### config.mk
export PLATFORM = sky130hd
export DESIGN_NAME = bit_to_byte_packer
export DESIGN_NICKNAME = d
export VERILOG_FILES = /design/src/rtl/bit_to_byte_packer.sv
export SDC_FILE = /design/constraint.sdc
export NUM_CORES = 1
export LEC_CHECK = 0
export BUFFER_PORTS_ARGS = -buffer_cell sky130_fd_sc_hd__buf_4
export CAP_MARGIN = 20
export CORE_MARGIN = 2
export CORE_UTILIZATION = 45
export DETAILED_ROUTE_END_ITERATION = 6
export PLACE_DENSITY = 0.67
export SLEW_MARGIN = 5
export SYNTH_ARGS = -nofsm -noshare
export SYNTH_HDL_FRONTEND = slang
export SYNTH_SLANG_ARGS = --single-unit
### constraint.sdc
create_clock -name iclk -period 1.6 [get_ports iclk]
set_input_delay 0.32 -clock iclk [delete_from_list [all_inputs] [get_ports iclk]]
set_output_delay 0.32 -clock iclk [all_outputs]
set_load 0.005 [all_outputs]
### src/rtl/bit_to_byte_packer.sv
// bit_to_byte_packer
//   Packs the serial descrambled bit stream into MSB-first bytes and frames
//   each LENGTH_PACK-bit packet with start/end markers. A packet cut short
//   by a new start-of-packet is discarded and flagged on oerr.
//
//   Optional macro DEPACK_STAT_EN adds completed/aborted packet counters.
//
// Ports:
//   iclk      system clock, rising edge
//   ireset    asynchronous active-low reset
//   isop      first bit of a packet (qualified by ival)
//   ival      idat valid this cycle
//   idat      descrambled data bit
//   oval      odat holds a complete byte (one-cycle pulse per byte)
//   osop      first byte of a packet (only with oval)
//   oeop      last byte of a packet (only with oval)
//   odat      assembled byte, first received bit in odat[7]
//   oerr      one-cycle pulse: current packet aborted short
//   opkt_cnt  completed-packet counter (DEPACK_STAT_EN only)
//   oerr_cnt  aborted-packet counter (DEPACK_STAT_EN only)
module bit_to_byte_packer #(
  parameter int unsigned LENGTH_PACK = 1904,
  parameter int unsigned CNT_W       = 11
) (
  input  logic       iclk,
  input  logic       ireset,
  input  logic       isop,
  input  logic       ival,
  input  logic       idat,
  output logic       oval,
  output logic       osop,
  output logic       oeop,
  output logic [7:0] odat,
  output logic       oerr
`ifdef DEPACK_STAT_EN
  ,
  output logic [15:0] opkt_cnt,
  output logic [15:0] oerr_cnt
`endif
);

  typedef enum logic {
    ST_IDLE,
    ST_RUN
  } state_t;

  localparam logic [CNT_W-1:0] LAST_BIT = CNT_W'(LENGTH_PACK - 1);

  state_t           state, state_nxt;
  logic [CNT_W-1:0] cnt, cnt_nxt;
  logic [6:0]       sh, sh_nxt;
  logic             byte_done, byte_sop, byte_eop, abort;

  always_ff @(posedge iclk or negedge ireset) begin
    if (!ireset) begin
      state <= ST_IDLE;
      cnt   <= '0;
      sh    <= '0;
    end else begin
      state <= state_nxt;
      cnt   <= cnt_nxt;
      sh    <= sh_nxt;
    end
  end

  always_comb begin
    state_nxt = state;
    cnt_nxt   = cnt;
    sh_nxt    = sh;
    byte_done = 1'b0;
    byte_sop  = 1'b0;
    byte_eop  = 1'b0;
    abort     = 1'b0;
    if (ival) begin
      if (isop) begin
        // A start bit always opens a new packet; in RUN it also kills the
        // partial one, including any partial byte held in sh.
        abort     = (state == ST_RUN);
        state_nxt = ST_RUN;
        cnt_nxt   = CNT_W'(1);
        sh_nxt    = {6'b0, idat};
      end else if (state == ST_RUN) begin
        sh_nxt  = {sh[5:0], idat};
        cnt_nxt = cnt + CNT_W'(1);
        if (cnt[2:0] == 3'd7) begin
          byte_done = 1'b1;
          byte_sop  = (cnt[CNT_W-1:3] == '0);
          byte_eop  = (cnt == LAST_BIT);
        end
        if (cnt == LAST_BIT) begin
          state_nxt = ST_IDLE;
          cnt_nxt   = '0;
        end
      end
    end
  end

  always_ff @(posedge iclk or negedge ireset) begin
    if (!ireset) begin
      oval <= 1'b0;
      osop <= 1'b0;
      oeop <= 1'b0;
      oerr <= 1'b0;
      odat <= '0;
    end else begin
      oval <= byte_done;
      osop <= byte_sop;
      oeop <= byte_eop;
      oerr <= abort;
      if (byte_done) begin
        odat <= {sh, idat};
      end
    end
  end

`ifdef DEPACK_STAT_EN
  always_ff @(posedge iclk or negedge ireset) begin
    if (!ireset) begin
      opkt_cnt <= '0;
      oerr_cnt <= '0;
    end else begin
      if (oval && oeop) begin
        opkt_cnt <= opkt_cnt + 16'd1;
      end
      if (oerr) begin
        oerr_cnt <= oerr_cnt + 16'd1;
      end
    end
  end
`endif

endmodule

# After elaboration in Yosys (flattened, before gate mapping)
# Index checks and enable logic that the tools add are counted.
op_classes:
  add_sub_neg: 1
  n_eq_ne: 2
  muxes: 22
  reduce_logical: 3
op_table:
  columns: ["operator", "n"]
  rows:
  - ["$mux 11", 3]
  - ["$mux 1", 17]
  - ["$mux 7", 2]
  - ["$add 11x1->11 const B", 1]
  - ["$eq 11x11->1 const B", 1]
  - ["$logic_not 8->1", 1]
  - ["$eq 3x3->1 const B", 1]
  - ["$reduce_and 2->1", 1]
  - ["$reduce_bool 2->1", 1]
word_totals:
  ff_bits: 31
  inputBits: 5
  output_inout_bits: 12
  elab_cells: 36

# Depth between registers and ports, before layout
# Gate-level depths: netlist of the first run.
logic_depth:
  word_depth: 5
  ltp_mapped: 6
  mapped_depth_nobuf: 5

# Worst setup path after synthesis of the first run
# No wires, ideal clock.
synth_timing:
  path_type: "reg2reg"
  start: "register cnt[1]"
  end: "register cnt[1]"
  setup_time_ns: 0.130
  t_arrival_ns: 1.564
  required_time_ns: 1.470
  path_slack_ns: -0.093
  path_stages_with_launch: 7
  n_path_buf: 1
  synth_period_minus_slack_ns: 1.693
  cell_sequence: "dfrtp_1 ha_1 nand3_1 or4_1 buf_2 a32oi_1 o2bb2ai_1"
synth_between:
  elab_chain_len: 4
  word_cells_on_any_way: 5
  cone_classes: "add/sub (1); eq/ne (1); mux (3)"
synth_rtl:
  columns: ["item", "line_no", "text"]
  rows:
  - ["start: declaration", "50", "logic [CNT_W-1:0] cnt, cnt_nxt;"]
  - ["start signal: assignment", "61", "cnt <= cnt_nxt;"]
  - ["$add 11x1->11 / $eq 11x11->1 (equally long branches)", "84, 90", null]
  - ["$mux 11 (*)", "90", "if (cnt == LAST_BIT) begin"]
  - ["$mux 11 (*)", "82", "end else if (state == ST_RUN) begin"]
  - ["$mux 11 (*)", "75", "if (isop) begin"]
# Every way passes the cells marked *; elsewhere a longest branch is shown, timed or not. The select of a mux whose other input is x is not followed.
# A chain may end at the register's enable or synchronous reset.

# Final worst setup path of the first run
layout_timing:
  start: "register cnt[4]"
  end: "register cnt[8]"
# The elaborated chain is that of the path after synthesis.

==> results of run 1 <==
[cell usage after synthesis]
cell       count  area, µm²
ha_1           2       25.0
nand2b_1       1       6.26
xnor2_1        7       61.3
dfrtp_1       31        776
nand4_1        2       12.5
and2_1         1       6.26
clkinv_1       1       3.75
or2_1          1       6.26
nor3_1         5       25.0
buf_2          3       15.0
inv_1          4       15.0
nand3b_1       1       7.51
clkbuf_1       2       7.51
o21ai_1        1       5.00
o2bb2ai_1      8       70.1
o31ai_4        1       21.3
mux2_2         9        101
nand2_1        5       18.8
and3_1         3       18.8
a21oi_1        2       10.0
or3_1          2       12.5
nand3_1        4       20.0
or4_1          1       7.51
o21ai_0        3       15.0
nor2_1        13       48.8
a22oi_1        7       52.6
a32oi_1        2       17.5
nor4_1         3       18.8
[per-layer routing]
layer | global-route usage [%] | routed length (µm)
met4 | 7.94 | 44
met1 | 25.0 | 1330
met2 | 29.7 | 1360
met3 | 6.71 | 120
met5 | 0 | 0
[what timing repair did]
item                                   in CTS  in global routing
endpoints found under the hold margin      31                  0
gates resized for setup                     2                  7
buffers inserted                            0                  2
setup endpoints to repair                  12                 18
hold buffers                                1                  0
cloned                                      0                  0
pin swaps                                   2                  2
[power groups by stage]
stage | combinational, mW | clock (mW) | sequential (mW)
detailed placement | 0.209 | 0 | 0.883
global route | 0.248 | 0.490 | 0.875
global placement | 0.200 | 0 | 0.882
floorplan | 0.0920 | 0 | 0.886
CTS | 0.211 | 0.461 | 0.868
finish | 0.221 | 0.441 | 0.868
[state kept, by name (all words and copies together), names as in the netlist]
register / count
cnt: 11
odat: 8
oeop: 1
oerr: 1
osop: 1
oval: 1
sh: 7
state: 1
[stage by stage]
| stage | instance area (µm²) | setup slack [ns] | TNS [ns] | instances | total power, mW |
|---|---|---|---|---|---|
| 6_report | 1780 | 0.00503 | 0 | 194 | 1.53 |
| 2_1_floorplan | 1410 | -0.0439 | -0.135 | 125 | 0.978 |
| 4_1_cts | 1740 | 0.00814 | 0 | 192 | 1.54 |
| 3_3_place_gp | 1670 | -0.0427 | -0.106 | 183 | 1.08 |
| 5_1_grt | 1780 | -0.0495 | -0.381 | 194 | 1.61 |
| 3_5_place_dp | 1670 | -0.0728 | -0.597 | 183 | 1.09 |
[layout make-up]
type | instances | area, µm²
fill | 269 | 1220
timing repair buffer | 33 | 267
inverter | 5 | 18.8
tap | 33 | 41.3
sequential | 31 | 776
clock inverter | 2 | 12.5
clock buffer | 6 | 41.3
multi-input combinational | 84 | 623
[how the worst max path moves through the flow]
stage / end / cells after the start / slack, ns
final: cnt[8] / 5 / 0.005
after global routing: cnt[1] / 4 / -0.05
after CTS: cnt[6] / 4 / 0.008
after detailed placement: cnt[1] / 4 / -0.07
after global placement: cnt[1] / 4 / -0.04
after floorplan: cnt[1] / 5 / -0.04
[cell families (layout without fill, tap and decap cells)]
kind of cell | Yosys count | count (layout)
AOI/OAI and AO/OA | 24 | 24
DFF | 31 | 31
muxes | 9 | 9
xor gates and xnor gates | 7 | 7
buffers and inverters | 10 | 46
adders and majority gates | 2 | 2
and+or+nand+nor | 42 | 42
[placed cells by master (no fill, tap or decap), types with 4 or more instances in the layout]
cell,n
o2bb2ai_1,8
inv_1,4
nor2_1,10
nor3_1,5
mux2_2,9
buf_4,30
clkbuf_4,5
dfrtp_1,31
nand2_1,5
a22oi_1,7
xnor2_1,7
==> results.md, run 1 <==
- Hold path depth: 2
- Clk_lat worst skew: roughly 0.34 ns
- Combinational share of power: between 10% and 20%
- Initial antenna violation count: 0
- Worst Hold Class: in -> reg
- RSZ-0062 raised after global routing: yes
- Hold_ws: roughly 0.22 ns
- Synth Area in Adders: approximately 1.8%
- Gpl congestion: 0.839
- N_diodes: 0
- Post-synthesis compound-gate area fraction: 13.6%
- Iteration-0 DRC count of the detailed router: 29
- CP peak stage delay: around 0.4 ns
- CP Launch Point: cnt[4]
- Pin count of the biggest net entering global routing: 32
- Nets: between 150 and 200
- Status: complete, no violations
- Layout cell share with drive strength beyond 1: a little over a third
- P per Cell Area: between 800 and 900 nW/µm²
- Die Y: ~60 µm
- Synth warn: 0
- Crit path kind: reg -> reg
- DP HPWL: between 1.5 and 2 mm
- Critical Path Source Type: register
- Hold violation count in the final report: 0
- CTS root buf: clkbuf_4
- Clock Skew: between 0.008 and 0.009 ns
- Clock Sink Count: 31
- Final Util: between 50% and 60%
- Post-Synth XOR/XNOR Area: under 10%
- Buffers added on ports: 16
- CP max-delay cell: or3_4
- Setup-failing EPs final: 0
- CTS tree: yes
- Minimum clock period: 1.59 ns
- H-Tree Level Count: 2
- WL final: 2.86 mm
- Synth Area in Simple Gates: 14.9%
- Starting Density: 46.8%
- Flop-to-flop setup slack: roughly 0.0050 ns
- Max Clk Rate: about 630 MHz
- Min-Delay Startpoint: idat
- Top delay family on crit path: simple AND/OR/NAND/NOR gates
- P&R area growth vs syn: 26.6%
- Drt pass-1 iters: 4
- Total of max-cap violations: 0
- Leak Pwr: ~0.81 nW
- Crit end category: register
- Residual DRC count: 0
- Row Count: 20
- Via/cell ratio: 5.66
- Register bit count reported by yosys: 31
- Worst Reg-to-Reg Cells: 5
- Largest family of logic cells by synthesized area: simple AND/OR/NAND/NOR gates
- Post-Syn Area: ~1400 µm²
- FF-to-FF Start: cnt[4]
- Max Root-Sink Buffers: 2
- Cells after Synth: 125
- Remaining antenna violation count: 0
- First-pass GRT wire length: 5.09 mm
- Hold Crit Endpoint: sh[0]
- Syn Nets: about 130
- Clk slew on worst S/H paths: about 0.1 ns
- Final Max Tran Viols: 0
- Clock power share: 28.8%
- Switching Fraction: a little over a quarter
- Congestion Overflow GR: 0
- CP max FO: 7
- Actual slew at the worst max-slew pin: roughly 0.40 ns
- Crit path cell chain: or2_1, or3_4, o31ai_4, buf_6, nor2_1
- Core area: roughly 3000 µm²
- Required @ worst endpoint: approximately 1.8 ns
- NetSw: between 400 and 500 µW
- Final Cycle Share: roughly 100%
- Worst EP arrival: approximately 1.8 ns
- Relative slew slack: around 73%
- Routed via count: roughly 1100
- Reg-to-reg endpoint: cnt[8]
- Post-synthesis mux area share: about 7%
- Worst vdd ir: about 0.00066 V
- Overall global routing resource usage: 19.4%
- Register area share after synthesis: a little under three fifths
- Die Footprint: 3590 µm²
- Vias in the first global route: approximately 1100
- Io pins: 17
- Distinct cells, synth: 28
- Die width: around 60 µm
- Cell internal pwr: between 1 and 1.5 mW
- TritonCTS buffer count: 5
- Sequential share of power: between 50% and 60%
- Routed length per instance: 14.7 µm
- Bufs and invs on worst path: 1
- Average instance area after synthesis: 11.2 µm²
Power figures use the tool's default switching activity.
==> run 2, diff against run 1 <==
--- a/config.mk
+++ b/config.mk
@@ -10,7 +10,9 @@
 export CORE_MARGIN = 2
 export CORE_UTILIZATION = 45
 export DETAILED_ROUTE_END_ITERATION = 6
+export GPL_ROUTABILITY_DRIVEN = 0
 export PLACE_DENSITY = 0.67
+export SETUP_SLACK_MARGIN = 0.4
 export SLEW_MARGIN = 5
 export SYNTH_ARGS = -nofsm -noshare
 export SYNTH_HDL_FRONTEND = slang
==> results.md, run 2 (synthesis gave the netlist of run 1 again) <==
- Worst Reg-to-Reg Cells: 5
- Initial antenna violation count: 0
- Total of max-cap violations: 0
- Minimum clock period: roughly 1.6 ns
- DP HPWL: 2.04 mm
- Drt pass-1 iters: 4
- Relative slew slack: 74.1%
- Sequential share of power: between 50 and 60%
- Post-route cell area: approximately 2000 µm²
- Buffers added on ports: 16
- Critical Path Source Type: register
- Hold_ws: 0.216 ns
- Footprint of the multi-input gates: approximately 700 µm²
- Die width: between 50 and 60 µm
- Actual slew at the worst max-slew pin: ~0.39 ns
- Vias in the first global route: 1127
- Clock power share: ~30%
- Hold violation count in the final report: 0
- Combinational share of power: 18.7%
- Commonest non-fill, non-tap cell in the layout: buf_4
- Die Y: 59.9 µm
- Pre-CTS WS: -0.0807 ns
- Required @ worst endpoint: 1.82 ns
- Final setup TNS: -0.0700 ns
- Max Clk Rate: approximately 600 MHz
- Fillers: 225
- Die Footprint: 3590 µm²
- P per Cell Area: ~870 nW/µm²
- Biggest regs: cnt: 11 flops, odat: 8 flops, sh: 7 flops
- WL final: between 3 and 4 mm
- Clock Sink Count: 31
- Tot Pwr: approximately 1.7 mW
- CTS root buf: clkbuf_4
- Iteration-0 DRC count of the detailed router: 37
- Most frequent cells in the layout: buf_4, dfrtp_1, nor2_1
- Min-Delay Startpoint: isop
- Core area: between 3000 and 4000 µm²
- Layout cell share with drive strength beyond 1: between 40 and 50%
- Routed length per instance: about 16 µm
- Io pins: 17
- NetSw: approximately 430 µW
- CP Launch Point: cnt[1]
- Cell internal pwr: around 1.3 mW
- Largest Register: cnt
- Overall global routing resource usage: between 10% and 20%
- Setup ws final: -0.0296 ns
- Max Root-Sink Buffers: 2
- Clk slew on worst S/H paths: about 0.09 ns
- Clock Skew: approximately 0.0053 ns
- Pin count of the biggest net entering global routing: 32
- Flip-flop and latch area: between 700 and 800 µm²
- CTS tree: yes
- Worst EP arrival: 1.85 ns
- Max reg flops: 11
- Starting Density: between 40% and 50%
- Crit path kind: reg -> reg
- Leak Pwr: between 0.9 and 1 nW
- TritonCTS buffer count: 5
- First-pass GRT wire length: just over 5 mm
- Residual DRC count: 0
- Placed cell area: approximately 1700 µm²
- Clk_lat worst skew: 0.33 ns
- Final Util: about 66%
- P&R area growth vs syn: 41.2%
- Nets: between 150 and 200
- Placed insts: 184
- Worst vdd ir: between 0.0005 and 0.0006 V
- Flop-to-flop setup slack: -0.03 ns
- Congestion Overflow GR: 0
- Worst Hold Class: in -> reg
- N_diodes: 0
- Hold path depth: 2
- Failing checks: setup timing
- Remaining antenna violation count: 0
- Final Cycle Share: 102%
- Via/cell ratio: ~5.6
- Setup-failing EPs final: 7
- Switching Fraction: approximately a quarter
- FF-to-FF Start: cnt[1]
- Routed via count: about 1200
- Row Count: 20
- RSZ-0062 raised after global routing: yes
- CP max FO: 6
- H-Tree Level Count: 2
- Fin cells: roughly 210
- Crit end category: register
- Final Max Tran Viols: 0
- Status: finished, violations left
run 2: cell types whose count changed in the layout (fill, tap and decap cells not counted), sizes merged:
cell | before | now
buf | 32 | 43
clkinvlp | 1 | 0
clkinv | 2 | 1
clkbuf | 6 | 8
run 2: area by class of cell:
| type | count | share of cell area (%) |
|---|---|---|
| multi-input combinational | 84 | 35.1 |
| clock buffer | 8 | 3.47 |
| sequential | 31 | 39.2 |
| inverter | 5 | 0.946 |
| tap | 33 | 2.08 |
| timing repair buffer | 44 | 19.3 |
run 2: final timing paths:
| path | endpoint |
|---|---|
| setup / recovery | cnt[1] |
| hold / removal | cnt[2] |
| setup reg to reg | cnt[1] |
| hold reg to reg | sh[6] |
| max in group asynchronous | cnt[2] |
| min in group asynchronous | sh[1] |
run 2: timing repair:
item / in CTS / in global routing
endpoints found under the hold margin: 31 / 0
buffers inserted: 6 / 6
endpoints found under the setup margin: 23 / 33
hold buffers: 1 / 0
gates resized for setup: 6 / 16
pin swaps: 2 / 3
run 2: routing by layer:
layer / GRT usage (%) / wire length (µm) / up-vias
met3: 7.36 / 95 / 9
met4: 8.25 / 58 / 0
met2: 32.6 / 1670 / 21
li1: - / - / 550
met1: 23.0 / 1360 / 572
met5: 0 / 0 / -
run 2: power groups by stage:
stage | registers [mW] | clock network [mW] | logic, mW
after floorplan | 0.888 | 0 | 0.108
after global placement | 0.885 | 0 | 0.219
after detailed placement | 0.886 | 0 | 0.226
after CTS | 0.875 | 0.527 | 0.252
after global routing | 0.892 | 0.570 | 0.350
final | 0.885 | 0.513 | 0.321
run 2: critical path: stages, from the launching register on:
cell and delay [ns]:
dfrtp_1 0.42, ha_4 0.16, nand3_2 0.08, or4_4 0.59
a32oi_2 0.19, o2bb2ai_1 0.07
